[src/rtl/step_counter_pkg.sv]
// Shared definitions for the step/iteration down-counter.
//   step_state_t : two-state controller encoding (IDLE, RUN)
//   STEP_CNT_W   : default counter width
package step_counter_pkg;

  localparam int unsigned STEP_CNT_W = 4;

  typedef enum logic {
    IDLE = 1'b0,
    RUN  = 1'b1
  } step_state_t;

endpackage

[src/rtl/step_down_counter.sv]
// Loadable synchronous down-counter used as the iteration counter of the
// sequential multiplier. A load is taken through a ready/valid handshake
// while idle. Each enabled cycle in RUN decrements the count. At count == 0,
// an enabled cycle flags terminal count and then either reloads or ends the run.
//
// Ports:
//   clk         in   clock, rising edge
//   reset       in   synchronous active-high reset
//   load_valid  in   controller offers load_value
//   load_ready  out  load accepted this cycle (state == IDLE, decoded)
//   load_value  in   start count, captured on handshake
//   auto_reload in   on terminal count: 1 = reload and keep running
//   en          in   count enable (RUN only)
//   stop        in   abort run back to IDLE (RUN only)
//   count_out   out  current count (registered)
//   busy        out  high while in RUN (registered)
//   tc          out  one-cycle terminal-count pulse (registered)
//   done        out  one-cycle pulse when a run ends naturally (registered)
module step_down_counter
  import step_counter_pkg::*;
#(
  parameter int unsigned WIDTH = STEP_CNT_W
) (
  input  logic             clk,
  input  logic             reset,
  input  logic             load_valid,
  output logic             load_ready,
  input  logic [WIDTH-1:0] load_value,
  input  logic             auto_reload,
  input  logic             en,
  input  logic             stop,
  output logic [WIDTH-1:0] count_out,
  output logic             busy,
  output logic             tc,
  output logic             done
);

  step_state_t      state, state_n;
  logic [WIDTH-1:0] count_n;
  logic [WIDTH-1:0] reload, reload_n;
  logic             tc_n, done_n;

  assign load_ready = (state == IDLE);

  always_ff @(posedge clk) begin
    if (reset) begin
      state     <= IDLE;
      count_out <= '0;
      reload    <= '0;
      busy      <= 1'b0;
      tc        <= 1'b0;
      done      <= 1'b0;
    end else begin
      state     <= state_n;
      count_out <= count_n;
      reload    <= reload_n;
      busy      <= (state_n == RUN);
      tc        <= tc_n;
      done      <= done_n;
    end
  end

  always_comb begin
    state_n  = state;
    count_n  = count_out;
    reload_n = reload;
    tc_n     = 1'b0;
    done_n   = 1'b0;
    unique case (state)
      IDLE: begin
        if (load_valid) begin
          count_n  = load_value;
          reload_n = load_value;
          state_n  = RUN;
        end
      end
      RUN: begin
        if (stop) begin
          state_n = IDLE;
        end else if (en) begin
          // Zero check wins over decrement, so the count never wraps.
          if (count_out != '0) begin
            count_n = count_out - WIDTH'(1);
          end else begin
            tc_n = 1'b1;
            if (auto_reload) begin
              count_n = reload;
            end else begin
              state_n = IDLE;
              done_n  = 1'b1;
            end
          end
        end
      end
      default: state_n = IDLE;
    endcase
  end

endmodule

[config.mk]
export PLATFORM = sky130hd
export DESIGN_NAME = step_down_counter
export DESIGN_NICKNAME = d
export VERILOG_FILES = /design/src/rtl/step_counter_pkg.sv /design/src/rtl/step_down_counter.sv
export SDC_FILE = /design/constraint.sdc
export NUM_CORES = 1
export LEC_CHECK = 0
export BUFFER_PORTS_ARGS = -buffer_cell sky130_fd_sc_hd__buf_2
export CAP_MARGIN = 20
export CORE_AREA = 5 5 42 44
export CTS_CLUSTER_SIZE = 8
export DETAILED_ROUTE_END_ITERATION = 8
export DIE_AREA = 0 0 47 49
export GPL_TIMING_DRIVEN = 0
export PLACE_DENSITY = 0.65
export SYNTH_ARGS = -nofsm -noshare
export SYNTH_HDL_FRONTEND = slang
export SYNTH_SLANG_ARGS = --single-unit
[constraint.sdc]
create_clock -name clk -period 4.7 [get_ports clk]
set_clock_uncertainty 0.15 [all_clocks]
set_input_delay 0.235 -clock clk [delete_from_list [all_inputs] [get_ports clk]]
set_output_delay 0.235 -clock clk [all_outputs]
set_load 0.02 [all_outputs]
==> results.md, run 1 <==
* Synth area leader: dfxtp_1
* Total CTS buffers at 3
* FF+latch count, synth at 11
* Most frequent cells after synthesis: nand2_1 (13), dfxtp_1 (11), a21oi_1 (5), inv_1 (4)
* Initial Util at 0.373
* First-pass GRT wire length at 2.00 mm
* RSZ-0062 raised after global routing: no
* Row count at 14
* Min-Delay Endpoint: reload[3]
* Net count after synthesis at 75
* Slew Viols, Final at 0
* Post-DRT Antenna Nets at 0
* Synth warn at 0
* Dpl cells at 97
* RR Startpoint: count_out[0]
* Synth Instances at 64
* Initial antenna violation count at 0
* Max-slew headroom at 0.668
* Crit Path Class: reg2reg
* Crit Path Max Fanout at 6
* Gr usage total at 0.118
* Max cap viols at 0
* # fillers at 142
* Pleak at 0.299 nW
* Mapped Area at 523 um^2
* Hold Vio Cnt, Final at 0
* DR DRC count at 0
* CTS root buf: clkbuf_4
* Run status: completed
* Clock Tree Buf Depth at 2
* Via-per-instance ratio at 5.27
* CTS Sinks at 11
* Setup TNS at 0 ps
* Fin nets at 99
* Crit Reg-Reg Endpoint: done
* Ys async rst share at 0
* R2R depth at 6
* Post-DP HPWL at 927 um
* GPL Wtd Cong at 0.788
* Vias in the first global route at 494
* Post-cts resize count at 0
* Min Tclk post-route at 2240 ps
* Vias at 543
* Sequential element share of the synthesized area at 0.421
* Synth cell types at 26
* Grt total ovfl at 0
* CP Data Arrival Time at 2310 ps
* Reg clk slew, reported paths at 80 ps
* Worst Setup End Kind: register
* IO Count at 18
* Drt total wl at 1.24 mm
* Diodes inserted at 0
* Final setup viols at 0
* CTS tree: built
* Horiz. Die Dim at 47 um
* Tightest Pin Transition at 498 ps
* Crit start category: register
* Reg area at 220 um^2
* Synth-to-Final Area Change at 28.9%
* Maximum vdd drop at 0.211 mV
* Largest cells by area after synthesis: dfxtp_1 (42%), nand2_1 (9.3%), a311oi_1 (5.0%), a21oi_1 (4.8%), nor3_1 (2.9%)
* Die area at 2300 um^2
* FF-to-FF setup slack at 2460 ps
* Hold WC Path Type: in2reg
* Primary FF master, synth: dfxtp_1
* Pin count of the biggest net entering global routing at 11
* Core Area at 1400 um^2
* Post-route insts no fill at 103
* Area of the multi-input gates at 279 um^2
* Final period utilization at 0.477
* Share of cells above drive strength 1 at 0.287
* Clk_lat worst skew at 270 ps
* CP Data Required Time at 4770 ps
* Power per cell area at 331 nW/um^2
* Hold path cells at 3
* 1st-pass router iterations at 4
* Die H at 49 um
* Achievable frequency at 446 MHz
* Tot Pwr at 0.223 mW
* Min-delay src: load_value[3]
* Post-synth EDFFs at 0
* H-tree depth at 1
* Port Buf Inserts at 17
* Syn Area/Cell at 8.17 um^2
* Synth top area share at 0.421
* Wirelength per Cell at 12.0 um
* Initial DRC Count at 11
* Top-count cell post-synth: nand2_1
cell families after synthesis:
family	share of synthesized area
AOI/OAI and AO/OA	0.232
adders and majority gates	0.0239
and+or+nand+nor	0.278
buffers and inverters	0.0454
DFF	0.421
where the power goes:
group          total (mW)  switching (mW)  internal [mW]  leakage [nW]
Combinational      0.0523          0.0307         0.0216         0.193
Sequential          0.105         0.00576         0.0994        0.0904
Clock              0.0660          0.0332         0.0328        0.0150
repair_timing:
item / CTS / global route
hold buffers: 2 / 0
setup buffers: 0 / 0
endpoints found under the hold margin: 1 / 0
layout by cell type (no fill, tap or decap), drive strengths merged, types with 2 or more instances in the layout:
cell type    netlist  routed
buf                1      18
nand2             13      13
dfxtp             11      11
a21oi              6       6
clkbuf             1       5
inv                4       4
nor3               3       3
nor2               3       3
a311oi             3       3
a31oi              2       2
o21ai              2       2
nor4               2       2
dlygate4sd3        0       2
metal layers:
metal | part of all wire | up-vias | GRT usage
met2 | 0.49 | 14 | 0.179
met4 | 0.0065 | 0 | 0.0691
li1 | - | 278 | -
met1 | 0.45 | 249 | 0.148
met3 | 0.053 | 2 | 0.0221
met5 | 0 | - | 0
how the worst max path moves through the flow:
stage | startpoint | end | slack (ps) | cells after the start
6_report | count_out[0] | done | 2460 | 6
5_1_grt | count_out[0] | done | 2220 | 6
4_1_cts | count_out[0] | done | 2460 | 6
3_5_place_dp | count_out[0] | count_out[2] | 2750 | 6
3_3_place_gp | count_out[0] | count_out[2] | 2760 | 6
2_1_floorplan | count_out[0] | count_out[2] | 2750 | 6
critical path: stages, from the launching register on:
cell,delay [ps]
dfxtp_1,340
inv_1,90
ha_1,230
nor3b_1,460
nand2_1,180
nor4_1,170
dlygate4sd3_1,570
per-stage QoR:
step	cell area (um^2)	setup slack (ps)	hold WS (ps)	utilization
after floorplan	523	2750	163	-
after global placement	628	2760	263	0.448
after detailed placement	628	2750	266	0.448
after CTS	674	2460	56.0	0.481
after global routing	674	2220	53.4	0.481
final	674	2460	64.8	0.481
sequential cells by signal, indices dropped and copies added (netlist names):
register,count
count_out,4
reload,4
done,1
state,1
tc,1
area by class of cell:
class                   instances  share of cell area
clock buffers                   4              0.0390
inverters                       4              0.0223
multi-input cells              47               0.414
plain buffers                   2              0.0130
repair buffers                 19               0.156
flip-flops and latches         11               0.327
well taps                      16              0.0297
(Power assumes the default switching activity.)
==> run 2, diff against run 1 <==
--- a/config.mk
+++ b/config.mk
@@ -12,7 +12,7 @@
 export DETAILED_ROUTE_END_ITERATION = 8
 export DIE_AREA = 0 0 47 49
 export GPL_TIMING_DRIVEN = 0
-export PLACE_DENSITY = 0.65
+export PLACE_DENSITY = 0.68
 export SYNTH_ARGS = -nofsm -noshare
 export SYNTH_HDL_FRONTEND = slang
 export SYNTH_SLANG_ARGS = --single-unit
==> constraint.sdc (replaced) <==
create_clock -name clk -period 1.9 [get_ports clk]
set_clock_uncertainty 0.15 [all_clocks]
set_input_delay 0.095 -clock clk [delete_from_list [all_inputs] [get_ports clk]]
set_output_delay 0.095 -clock clk [all_outputs]
set_load 0.02 [all_outputs]
==> run 2 against run 1 <==
Against the previous run: first-iteration DRC count rose to 2.7 times the previous value; final cell count rose by 5.8%; die area did not move; final area rose by 13%; sequential power rose by 150%; clock power rose by 140%; worst setup slack got worse by 2400 ps; register-to-register slack got worse by 2400 ps; global-route usage rose by 2.6 points; combinational power rose to 3.0 times the previous value; critical path type unchanged.
==> results.md, run 2 (synthesis results as in run 1) <==
* Run status: completed
* Via-per-instance ratio at 5.55 (+5.3%)
* Post-DP HPWL at 964 um (+4.1%)
* IO Count at 18 (unchanged)
* Final setup viols at 0 (unchanged)
* Met2 usage at 0.224 (+0.0452)
* Final period utilization at 0.969 (+0.492)
* First-pass GRT wire length at 2.41 mm (+20%)
* RSZ-0062 raised after global routing: no
* Hold Vio Cnt, Final at 0 (unchanged)
* Most frequent cells in the layout: buf_2 (18), nand2_1 (13), dfxtp_1 (9), dlygate4sd3_1 (8), a21oi_1 (5)
* Die H at 49 um (unchanged)
* Max-slew headroom at 0.747 (+0.0798)
* CP Data Required Time at 1960 ps (-2810 ps)
* DR DRC count at 0 (unchanged)
* GRT met1 Usage at 0.178 (+0.0299)
* Max cap viols at 0 (unchanged)
* Gr busiest metal: met2
* Slew Viols, Final at 0 (unchanged)
* CP Data Arrival Time at 1900 ps (-410 ps)
* Final Worst Setup Slack at 59.4 ps (-2400 ps)
* Tightest Pin Transition at 379 ps (-119 ps)
* Pre-CTS WS at -18.6 ps (-2770 ps)
* Grt total ovfl at 0 (unchanged)
* Port Buf Inserts at 17 (unchanged)
* Crit Path Class: reg2reg
* Worst Setup SP: count_out[0]
* Post-DRT Antenna Nets at 0 (unchanged)
* CTS tree: built
* Crit path max-delay family: simple AND/OR/NAND/NOR gates
* Initial Util at 0.373 (unchanged)
* Pin count of the biggest net entering global routing at 11 (unchanged)
* Crit Reg-Reg Endpoint: count_out[2]
* RR Startpoint: count_out[0]
* Worst Path Buf+Inv at 1 (-1)
* Min-delay src: load_valid
* Row count at 14 (unchanged)
* Fin nets at 105 (+6.1%)
* Clk_lat worst skew at 260 ps (about the same)
* Hold WC Path Type: in2reg
* Met3 Usage GRT at 0.0258 (+0.00369)
* Reg clk slew, reported paths at 70 ps (about the same)
* GPL Wtd Cong at 0.777 (-1.4%)
* Setup TNS at 0 ps (unchanged)
* R2R depth at 6 (unchanged)
* Die area at 2300 um^2 (unchanged)
* Commonest non-fill, non-tap cell in the layout: buf_2
* Min-Delay Endpoint: state
* Core Area at 1400 um^2 (unchanged)
* Wirelength per Cell at 12.9 um (+7.0%)
* Drt total wl at 1.40 mm (+13%)
* Min Tclk post-route at 1840 ps (-401 ps)
* Achievable frequency at 543 MHz (+22%)
* Initial antenna violation count at 0 (unchanged)
* CTS Sinks at 11 (unchanged)
* Worst path slowest cell: or4b_1
* WHS at 42.7 ps (-22.1 ps)
* Crit start category: register
* Diodes inserted at 0 (unchanged)
* Vias at 605 (+11%)
* Worst Setup End Kind: register
* Tot Pwr at 0.578 mW (+160%)
* Critical path's largest stage delay at 460 ps (-110 ps)
* Final Core Density at 0.545 (+0.0634)
* Horiz. Die Dim at 47 um (unchanged)
* Initial DRC Count at 30 (+19)
* Pleak at 0.328 nW (+9.8%)
* CP Cell Sequence: inv_2 -> ha_4 -> or4b_1 -> a31o_4 -> or2_0 -> a21oi_2
* Hold path cells at 3 (unchanged)
* Power per cell area at 758 nW/um^2 (+130%)
* H-tree depth at 1 (unchanged)
* Gr usage total at 0.144 (+0.0264)
* Total CTS buffers at 3 (unchanged)
* Maximum vdd drop at 0.459 mV (+120%)
* Share of cells above drive strength 1 at 0.333 (+0.0460)
* Vias in the first global route at 529 (+7.1%)
* 1st-pass router iterations at 4 (unchanged)
* Clock Tree Buf Depth at 2 (unchanged)
* Crit Path Max Fanout at 8 (+2)
* CTS root buf: clkbuf_4
* Synth-to-Final Area Change at 45.9%
* Top flop regs: count_out x4, reload x4
* FF-to-FF setup slack at 60 ps (-2400 ps)
## run 2: repair_timing
action                     in CTS  in global routing
resized for setup               3                  2
pin swaps                       0                  1
hold endpoints to repair        9                  0
hold buffers                    8                  0
setup buffers                   0                  0
setup endpoints to repair       1                  5
## run 2: worst register-to-register path: cells and delay by family, from the launching register on
kind | cells | cell delay, ps
fa+ha+maj | 1 | 160
flops | 1 | 340
simple gates | 2 | 680
buf+inv | 1 | 80
compound gates | 2 | 380
## run 2: report_power, final
group          switching, mW  total (mW)  internal [mW]
Clock                 0.0783       0.159         0.0811
Combinational         0.0859       0.156         0.0705
Sequential            0.0154       0.262          0.247
Total                  0.180       0.578          0.399
## run 2: layer usage
layer  wire [um]  vias up
li1            -      291
met1         538      274
met2         692       34
met3         128        6
met4          44        0
met5           0        -
## run 2: final cells by class
| type | instances | area, um^2 |
|---|---|---|
| well taps | 16 | 20.0 |
| inverters | 4 | 15.0 |
| fillers | 137 | 638 |
| clock buffers | 4 | 26.3 |
| flip-flops and latches | 11 | 223 |
| repair buffers | 25 | 165 |
| plain buffers | 2 | 8.76 |
| multi-input cells | 47 | 305 |
## run 2: through the flow
step | instance area [um^2] | std cells
global placement | 633 | 97
floorplan | 528 | 64
detailed placement | 633 | 97
CTS | 758 | 109
finish | 763 | 109
global route | 763 | 109
## run 2: worst max-delay path by stage
stage / endpoint / slack (ps) / cells past startpoint
floorplan: count_out[2] / 20 / 6
global placement: count_out[2] / -10 / 6
detailed placement: count_out[2] / -20 / 6
CTS: count_out[2] / 20 / 6
global route: count_out[2] / 20 / 6
finish: count_out[2] / 60 / 6
